===== config.mk =====
export PLATFORM = sky130hd
export DESIGN_NAME = square_synth
export DESIGN_NICKNAME = d
export VERILOG_FILES = /design/src/rtl/square_synth.sv
export SDC_FILE = /design/constraint.sdc
export NUM_CORES = 1
export LEC_CHECK = 0
export ABC_AREA = 1
export CAP_MARGIN = 20
export CORE_MARGIN = 5
export CORE_UTILIZATION = 40
export DETAILED_ROUTE_END_ITERATION = 7
export PLACE_DENSITY_LB_ADDON = 0.3
export SLEW_MARGIN = 10
export SYNTH_ARGS = -nofsm -noshare
export SYNTH_HDL_FRONTEND = slang
export SYNTH_SLANG_ARGS = --single-unit

===== constraint.sdc =====
create_clock -name clk -period 5.35 [get_ports clk]
set_clock_uncertainty 0.15 [all_clocks]
set_input_delay 0.8025 -clock clk [delete_from_list [all_inputs] [get_ports clk]]
set_output_delay 0.8025 -clock clk [all_outputs]
set_load 0.05 [all_outputs]

===== src/rtl/square_synth.sv =====
// N-channel square-wave synthesiser: phase accumulators, duty/octave tone, decay envelope, sigma-delta PWM.
// Latency: one cycle from phase/volume state to mix, one more cycle from mix to pwm_out.
// Backpressure: none; all inputs are sampled every cycle and the outputs stream continuously.
module square_synth #(
    parameter int NCH   = 2,
    parameter int INC_W = 8,
    parameter int PHA_W = 16,
    parameter int OCT_W = 2,
    parameter int VOL_W = 6,
    localparam int MIX_W = VOL_W + $clog2(NCH)
) (
    input  logic                   clk,
    input  logic                   reset,
    input  logic                   sample_tick,
    input  logic                   env_tick,
    input  logic [NCH*INC_W-1:0]   note_inc,
    input  logic [NCH*OCT_W-1:0]   octave,
    input  logic [NCH*2-1:0]       duty,
    input  logic [NCH*2-1:0]       decay,
    input  logic [NCH-1:0]         trigger,
    output logic [MIX_W-1:0]       mix,
    output logic                   pwm_out
);

    localparam logic [VOL_W-1:0] VOL_MAX = '1;

    logic [NCH-1:0][PHA_W-1:0] pha;
    logic [NCH-1:0][VOL_W-1:0] vol;
    logic [NCH-1:0][2:0]       tone_bits;
    logic [NCH-1:0]            tone_on;
    logic [MIX_W-1:0]          sum_next;
    logic [MIX_W-1:0]          acc;
    logic [MIX_W:0]            acc_next;

    // Pick the three phase bits at and below the octave-selected tap, then apply the duty pattern.
    always_comb begin
        tone_bits = '0;
        tone_on   = '0;
        for (int c = 0; c < NCH; c++) begin
            tone_bits[c] = 3'(pha[c] >> (PHA_W - 3 - int'(octave[c*OCT_W +: OCT_W])));
            case (duty[c*2 +: 2])
                2'd0:    tone_on[c] = tone_bits[c][2];
                2'd1:    tone_on[c] = tone_bits[c][2] & tone_bits[c][1];
                2'd2:    tone_on[c] = &tone_bits[c];
                default: tone_on[c] = tone_bits[c][2] | tone_bits[c][1];
            endcase
        end
    end

    // Channel sum from the current (pre-update) registered tone and volume.
    always_comb begin
        sum_next = '0;
        for (int c = 0; c < NCH; c++) begin
            if (tone_on[c]) begin
                sum_next = sum_next + MIX_W'(vol[c]);
            end
        end
    end

    // First-order sigma-delta: the carry out of the accumulator is the PWM bit.
    always_comb begin
        acc_next = {1'b0, acc} + {1'b0, mix};
    end

    // Phase accumulators advance on sample_tick and wrap freely; control changes never touch phase.
    always_ff @(posedge clk or posedge reset) begin
        if (reset) begin
            pha <= '0;
        end else if (sample_tick) begin
            for (int c = 0; c < NCH; c++) begin
                pha[c] <= pha[c] + PHA_W'(note_inc[c*INC_W +: INC_W]);
            end
        end
    end

    // Envelope: trigger reloads full volume and beats a same-cycle decay step.
    always_ff @(posedge clk or posedge reset) begin
        if (reset) begin
            vol <= '0;
        end else begin
            for (int c = 0; c < NCH; c++) begin
                if (trigger[c]) begin
                    vol[c] <= VOL_MAX;
                end else if (env_tick) begin
                    // Shift of 1..4; the step reaches zero at a sustain floor rather than silence.
                    vol[c] <= vol[c] - (vol[c] >> (3'(decay[c*2 +: 2]) + 3'd1));
                end
            end
        end
    end

    // Registered mix and PWM stream.
    always_ff @(posedge clk or posedge reset) begin
        if (reset) begin
            mix     <= '0;
            acc     <= '0;
            pwm_out <= 1'b0;
        end else begin
            mix     <= sum_next;
            acc     <= acc_next[MIX_W-1:0];
            pwm_out <= acc_next[MIX_W];
        end
    end

endmodule


Word-level counts from Yosys, hierarchy flattened
Index checks and enable logic that the tools add are counted.
{"block": "totals", "output_inout_bits": 8, "regBits": 59, "in_bits": 34}
{"block": "op_classes", "add_sub_neg": 10, "bitwise_logic": 4, "shifts": 4, "n_mux": 8, "n_eq_ne": 4, "reduce_logical": 6}
{"op": "$shr 16x32->3", "n": 2}
{"op": "$add 16x8->16", "n": 2}
{"op": "$mux 6", "n": 5}
{"op": "$shr 6x3->6", "n": 2}
{"op": "$sub 6x6->6", "n": 2}
{"op": "$sub 4x2->5 const A", "n": 2}
{"op": "$add 7x7->8", "n": 1}
{"op": "$add 7x6->7", "n": 1}
{"op": "$mux 7", "n": 1}
{"op": "$add 2x1->3 const B", "n": 2}
{"op": "$pmux 1 s3", "n": 2}
{"op": "$reduce_and 3->1", "n": 2}
{"op": "$eq 2x1->1 const B", "n": 2}
{"op": "$eq 2x2->1 const B", "n": 2}
{"op": "$logic_not 2->1", "n": 2}
{"op": "$reduce_bool 2->1", "n": 2}
{"op": "$and 1x1->1", "n": 2}
{"op": "$or 1x1->1", "n": 2}

Logic depth before layout (Yosys ltp)
{"block": "depth", "word_depth": 7, "mapped_depth": 17}

Worst setup path after synthesis
No wires, ideal clock.
{"block": "synth_path", "path_type": "input port to flip-flop", "from": "input octave[1]", "to": "register mix[4]", "t_required_ns": 5.081, "stages": 13, "setup_time_ns": 0.119, "path_slack_ns": 2.555, "arrival_time_ns": 2.526, "path_cell_list": "inv_1 > nand3_1 > nand3_1 > nand3_1 > nand2_2 > nor2_1 > ha_1 > fa_1 > nand3_1 > nand2_1 > or2_2 > nand3_2 > nand2_1"}
{"block": "synth_between", "elab_chain_len": 7, "elab_cells_between_ends": 9, "classes_between": "2 x add/sub; 1 x shift; 3 x mux; 2 x bitwise; 1 x reduce/logical"}
{"element": "start: declaration", "line_no": "17", "rtl": "input logic [NCH*OCT_W-1:0] octave,"}
{"element": "$sub 4x2->5 (*)", "line_no": "40", "rtl": "tone_bits[c] = 3'(pha[c] >> (PHA_W - 3 - int'(octave[c*OCT_W +: OCT_W])));"}
{"element": "$shr 16x32->3 (*)", "line_no": "40"}
{"element": "$reduce_and 3->1, or another cell as far along", "line_no": "44", "rtl": "2'd2: tone_on[c] = &tone_bits[c];"}
{"element": "$pmux 1 s3 (*)", "line_no": "41", "rtl": "case (duty[c*2 +: 2])"}
{"element": "$mux 6 (*)", "line_no": "54", "rtl": "if (tone_on[c]) begin"}
{"element": "$add 7x6->7", "line_no": "55", "rtl": "sum_next = sum_next + MIX_W'(vol[c]);"}
{"element": "$mux 7 (*)", "line_no": "54"}
{"element": "net sum_next[4]", "line_no": "31", "rtl": "logic [MIX_W-1:0] sum_next;"}
{"element": "end signal: assignment", "line_no": "99", "rtl": "mix <= sum_next;"}
{"element": "end: declaration", "line_no": "21", "rtl": "output logic [MIX_W-1:0] mix,"}
Mark *: on every way through the listed nets, which the timed path passes. The rest lies on a longest branch.
A chain may end at the register's enable or synchronous reset.

Worst setup path after layout
{"block": "layout_path", "from": "input octave[0]", "to": "register mix[4]"}
Same word-level chain as after synthesis.

==> impl_metrics.env <==
export IMPL_critPathMaxStageDelay_ps=590
export IMPL_cts_tree="built"
export IMPL_maxSlewHeadroom_pct=61.75
export IMPL_yosys_top_cells_area="dfrtp_1, nand2_1, ha_1"
export IMPL_rr_endpoint="mix[4]"
export IMPL_leakage_uw=0.002566
export IMPL_wl_per_cell_um=12.35
export IMPL_rr_startpoint="pha[12]"
export IMPL_status="completed"
export IMPL_drive_gt1_share_pct=6.231
export IMPL_io_pins=42
export IMPL_hold_path_end="acc[0]"
export IMPL_rrSetupSlack_ps=2700
export IMPL_hpwl_um=7437
export IMPL_insertion_delay_ps=340
export IMPL_cp_slowest_cell="clkdlybuf4s50_1"
export IMPL_ys_warn_count=0
export IMPL_vias=3934
export IMPL_synth_cells=589
export IMPL_synth_top_area_share_pct=33.83
export IMPL_crit_chain="clkdlybuf4s50_1 -> inv_2 -> nand2_1 -> nand3_1 -> nand2_1 -> nand3_1 -> nand2_2 -> nor2_1 -> ha_1 -> fa_1 -> nand3_1 -> nand2_1 -> or2_2 -> nand3_2 -> nand2_1"
export IMPL_clock_sinks=59
export IMPL_critical_path_class="in2reg"
export IMPL_cts_resized=0
export IMPL_core_area_um2=10750
export IMPL_synth_area_leader_cell="dfrtp_1"
export IMPL_grt_usage_pct=15.99
export IMPL_place_inst=767
export IMPL_worstHoldStart="acc[0]"
export IMPL_power_density_nw_per_um2=505.7
export IMPL_endpoint_kind="register"
export IMPL_maxCapViolations=0
export IMPL_area_growth_syn_to_layout_pct=18.21
export IMPL_detail_route_antenna_nets=0
export IMPL_grt_max_degree=46
export IMPL_ys_ff_latch=59
export IMPL_cts_hold_buffers=0
export IMPL_nNetsFinal=717
export IMPL_first_pass_iters=5
export IMPL_portBuffers=41
export IMPL_cp_max_fo=7
export IMPL_synth_fp_nets=668
export IMPL_dr_first_iter_drc_count=223
export IMPL_yosysSeqAreaShare_pct=33.83
export IMPL_die_area_um2=13100
export IMPL_vias_per_cell=5.031
export IMPL_finalSetupViolCount=0
export IMPL_period_minus_slack_ps=3313
export IMPL_grt_overflow=0
export IMPL_ff2ff_path_depth=13
export IMPL_grt_pass1_wl_um=17130
export IMPL_fin_cells=782
export IMPL_die_width_um=114.5
export IMPL_wl_um=9654
export IMPL_stdcell_area_um2=5159
export IMPL_n_antenna_cell=0
export IMPL_cp_data_arrival_time_ps=3390
export IMPL_hold_class="reg2reg"
export IMPL_drcViolationCount=0
export IMPL_cp_start_kind="primary input"
export IMPL_finalCritPeriodShare_pct=61.93
export IMPL_hold_viol_final=0
export IMPL_rsz0062_at_grt="false"
export IMPL_gp_congestion=0.8483
export IMPL_numCtsBuffers=9
export IMPL_num_rows=38
export IMPL_peakVddDrop_mv=0.1559
export IMPL_cts_max_level=3
export IMPL_path_clk_slew_ps=70
export IMPL_die_y_um=114.5
export IMPL_cts_buffer_depth=2
export IMPL_slew_violations=0
export IMPL_postPlaceCellArea_um2=4943
export IMPL_post_cts_setup_buffer_count=0
export IMPL_cts_root_buf="clkbuf_8"
export IMPL_worst_pin_slew_ps=573.8
export IMPL_crit_path_frequent_cell="nand2_1"
export IMPL_critPathRequiredTime_ps=5430
export IMPL_min_path_cells=1
export IMPL_setup_tns_ps=0
export IMPL_final_common_cell="nand2_1"
export IMPL_fmaxAchievable_mhz=301.8
export IMPL_start_util_pct=40.61
export IMPL_avgSynthCellArea_um2=7.409
export IMPL_synth_distinct_cells=34
export IMPL_final_cell_mix="nand2_1, inv_1, dfrtp_1, nand3_1, clkdlybuf4s50_1"
export IMPL_antenna_found_initial=0
export IMPL_grt_pass1_vias=3985
export IMPL_netlist_area_um2=4364
registers in the layout, summed over array words and instances, names as in the netlist:
signal   cells
acc          7
mix          7
pha         32
pwm_out      1
vol         12
layout make-up:
class | instances | area (um2)
Tap cell | 140 | 175.2
Multi-Input combinational cell | 455 | 2601
Timing Repair Buffer | 43 | 425.4
Sequential cell | 59 | 1476
Clock inverter | 5 | 77.57
Clock buffer | 10 | 137.6
Fill cell | 1092 | 5587
Inverter | 70 | 265.3
per-layer routing:
metal	vias up	track usage, %	share of wire (%)	routed length [um]
li1	2026	-	-	-
met1	1840	19.00	45	4314
met2	54	28.44	51	4877
met3	14	3.594	2.9	284
met4	0	5.226	1.8	177
met5	-	0	0	0
kinds of logic after synthesis:
logic type      count (synthesis)  share of synthesized area, %
compound gates                 92                         11.38
xor+xnor                       23                         4.616
fa+ha+maj                      45                         13.93
buf+inv                        75                         6.565
flops                          59                         33.83
mux                             1                        0.2294
simple gates                  294                         29.44
stage by stage:
| stage | util [%] | worst slack [ps] | hold slack, ps | power, uW |
|---|---|---|---|---|
| final | 48.01 | 2037 | 321.3 | 2609 |
| after global placement | 46.01 | 1825 | 304.9 | 2108 |
| after detailed placement | 46.01 | 1705 | 309.6 | 2161 |
| after floorplan | - | 2555 | 293.0 | 1819 |
| after global routing | 48.01 | 1816 | 337.3 | 2871 |
| after CTS | 48.01 | 2058 | 324.6 | 2634 |
power by group:
| group | total, uW | internal (uW) | switching, uW |
|---|---|---|---|
| combinational | 1360 | 550 | 815 |
| clock | 452 | 271 | 182 |
| sequential | 791 | 628 | 163 |
worst max-delay path, delay by kind of cell:
family	cells	cell delay (ps)
and+or+nand+nor	11	1290
buffers and inverters	2	680
adders and majority gates	2	630
cells in the mapped netlist:
master and n:
and2_1 1, nand2_2 5, nor3_1 1, inv_2 3, o211ai_1 6, nand2_1 172
nor2_4 1, o21a_1 2, nand3_2 4, nand3b_1 4, xnor2_1 9, nand2b_1 1
clkbuf_1 3, xor2_1 14, a31oi_1 4, dfrtp_1 59, inv_4 1, o21bai_1 2
a21oi_1 37, nor4_1 2, o21ai_0 38, mux2i_1 1, nand4_1 14, ha_1 39
fa_1 6, a21o_1 1, o21ai_1 1, nor2_1 40, or2_2 6, inv_1 66
buf_2 2, nand3_1 42, nand2_4 1, o21ai_2 1
worst max-delay path by stage:
| stage | start | end | slack, ps |
|---|---|---|---|
| after CTS | octave[0] | mix[4] | 2060 |
| after floorplan | octave[1] | mix[4] | 2560 |
| after global placement | octave[0] | mix[4] | 1830 |
| after global routing | octave[0] | mix[4] | 1820 |
| after detailed placement | octave[0] | mix[4] | 1710 |
| final | octave[0] | mix[4] | 2040 |
(Power assumes the default switching activity.)
==> edit: new RTL, same settings <==
The parameter `VOL_W` goes from 6 to 3.
--- a/src/rtl/square_synth.sv
+++ b/src/rtl/square_synth.sv
@@ -6,7 +6,7 @@
     parameter int INC_W = 8,
     parameter int PHA_W = 16,
     parameter int OCT_W = 2,
-    parameter int VOL_W = 6,
+    parameter int VOL_W = 3,
     localparam int MIX_W = VOL_W + $clog2(NCH)
 ) (
     input  logic                   clk,
Ports: changed (resized mix); port bits go from 42 to 39. No check against the original RTL was run, so the function may have changed too.
==> edit against the unedited design <==
  * Wire length fell by 28%
  * Sequential cell count fell by 12
  * Non-clock buffer count fell by 4
  * Clock power fell by 31%
  * Total power fell by 30%
  * Synthesized area fell by 24%
  * Setup slack improved by 0.25 ns
  * Hold slack improved by 0.0084 ns
  * Design area fell by 23%
  * Via count fell by 26%
  * Largest cell class unchanged
==> edit: results (changes against the unedited design) <==
Critical path:
- The capture point of the worst path is pha[31].
- The reg-to-reg setup timing slack was 2.95 ns (+0.25 ns).
- The number of cell instances on the worst register-to-register path was 14 (+1).
- The family with the most delay on the worst path is buffers and inverters.
- The required arrival time at the worst endpoint is 5.39 ns (-0.04 ns).
- The endpoint of the worst-slack reg-to-reg timing path is mix[2].
- The startpoint of the worst setup timing path is sample_tick.
- The delay of the slowest cell on the worst path is 0.86 ns (+0.27 ns).
- The maximum fanout along the worst path is 31 (+24).

Synthesis:
- The number of synthesis warnings was 0 (unchanged).
- The sequential cell area fraction in the yosys report is 35.51% (+1.7 points).
- The unique cell type count in the Yosys netlist is 29 (-15%).
- The net count after synthesis is 521 (-22%).
- The predominant post-synthesis flop cell is dfrtp_1.
- The commonest cells after synthesis are nand2_1, inv_1, dfrtp_1.
- Sorting the synthesized cells by area gives the leading types as dfrtp_1, nand2_1, ha_1.

Route:
- The DRC marker count from the first detailed-route iteration is 76 (-66%).
- The number of vias per cell after detailed routing is 4.813 (-4.3%).
- The detailed-router iteration count before antenna repair is 5 (unchanged).
- The sum of routed wire length over all layers came to 6.907 mm (-28%).

Layout:
- In the final layout, the registers with the most flip-flops are pha: 32 flops, vol: 6 flops.
- The count of inserted antenna diode cells is 0 (unchanged).
- The number of filler instances in the final layout is 755 (-31%).
- The ratio of cells with drive above 1 in the final layout is 4.618% (-1.6 points).
- The number of nets at the end of the flow is 562 (-22%).

STA:
- The worst slew margin relative to its limit was 39.92% (-22 points).
- The minimum setup slack in the final design is 2.290 ns (+0.2536 ns).

Placed design:
- The placed wire-length estimate after detailed placement was 5.269 mm (-29%).
- The final estimated routing congestion in global placement is 0.8550 (+0.79%).
- The setup slack after placement was 1.930 ns (+0.2243 ns).
- The count of port buffers added during placement came to 38 (-7.3%).

Clocking:
- The insertion delay to the later sink of the worst-skew pair came to 0.30 ns (-0.04 ns).
- The count of buffers added by post-CTS timing repair for setup came to 0 (unchanged).
- The number of buffers created by CTS is 5 (-4).
- The number of levels the H-tree was split into was 2 (-1).
- The clock-pin transition on the worst setup and hold timing paths is 0.10 ns (+0.03 ns).
- CTS placed an instance of clkbuf_8 at the clock tree root.

Global routing:
- The overall fraction of global-route tracks in use is 14.35% (-1.6 points).
- The number of global-route vias before repair is 2857 (-28%).
- The met3 routing resource usage after global routing was 2.215% (-1.4 points).
- The routing usage on met2 was 25.06% (-3.4 points).
- The global-route wire length before repair was 12.10 mm (-29%).
- The maximum number of pins on one net before global-route repair came to 48 (+4.3%).
- The met1 usage came to 17.86% (-1.1 points).

Outcome:
- The flow ran to the end, and the final reports show no timing, DRC or antenna violations.

Pwr:
- The worst IR drop on VDD came to 0.1820 mV (+17%).
- The static power due to leakage is 2.035 nW (-21%).

Worst hold path:
- In this run the most critical hold path is launched from pha[15].
## edit: cell type report
type                       instances  area [um^2]  share of cell area, %
timing repair buffer              39        400.4                  10.12
clock inverter                     3        67.56                  1.708
sequential                        47         1176                  29.73
multi-input combinational        337         1861                  47.03
clock buffer                       5        68.82                  1.739
tap                              105        131.4                  3.321
inverter                          67        251.5                  6.357
## edit: worst reg2reg max path, stage by stage (launching register included)
cell and delay [ns]:
dfrtp_1 0.47, nand2_1 0.11, nand3_1 0.09, nand2_1 0.06, nor2_1 0.08, nand2_1 0.07, a21oi_2 0.22, inv_2 0.09
nor2_1 0.10, ha_1 0.18, inv_1 0.06, fa_1 0.37, xnor2_1 0.13, nand2_1 0.06, nand2_1 0.05
## edit: power by group
part	internal [W]	total, W	switching, W
Clock	0.000186	0.000314	0.000127
Sequential	0.000497	0.000605	0.000108
Combinational	0.000366	0.000917	0.000551
Total	0.00105	0.00184	0.000786
## edit: worst min path at each step
stage,end,slack [ns],depth (start not counted)
after detailed placement,acc[0],0.32,1
after global placement,acc[0],0.31,1
after global routing,pha[15],0.34,1
final,pha[15],0.33,1
after floorplan,acc[0],0.29,1
after CTS,pha[15],0.34,1
## edit: cell families (layout without fill, tap and decap cells)
kind of cell	count (synthesis)	in the layout	synth area share, %
buffers and inverters	72	114	8.311
flip-flops	47	47	35.51
AO/OA/AOI/OAI	50	50	8.047
XOR/XNOR	19	19	5.025
AND/OR/NAND/NOR	237	237	30.03
adder cells (fa/ha/maj)	31	31	13.07
## edit: metal layers
layer  routed length [um]  part of all wire [%]
met1                 3235                    47
met4                  134                   1.9
met3                  221                   3.2
met2                 3314                    48
met5                    0                     0
## edit: stage by stage
stage | utilization, % | cell area (um^2) | std cells
floorplan | - | 3312 | 456
global placement | 46.72 | 3800 | 594
detailed placement | 46.72 | 3800 | 594
CTS | 48.39 | 3936 | 602
global route | 48.64 | 3956 | 603
finish | 48.64 | 3956 | 603
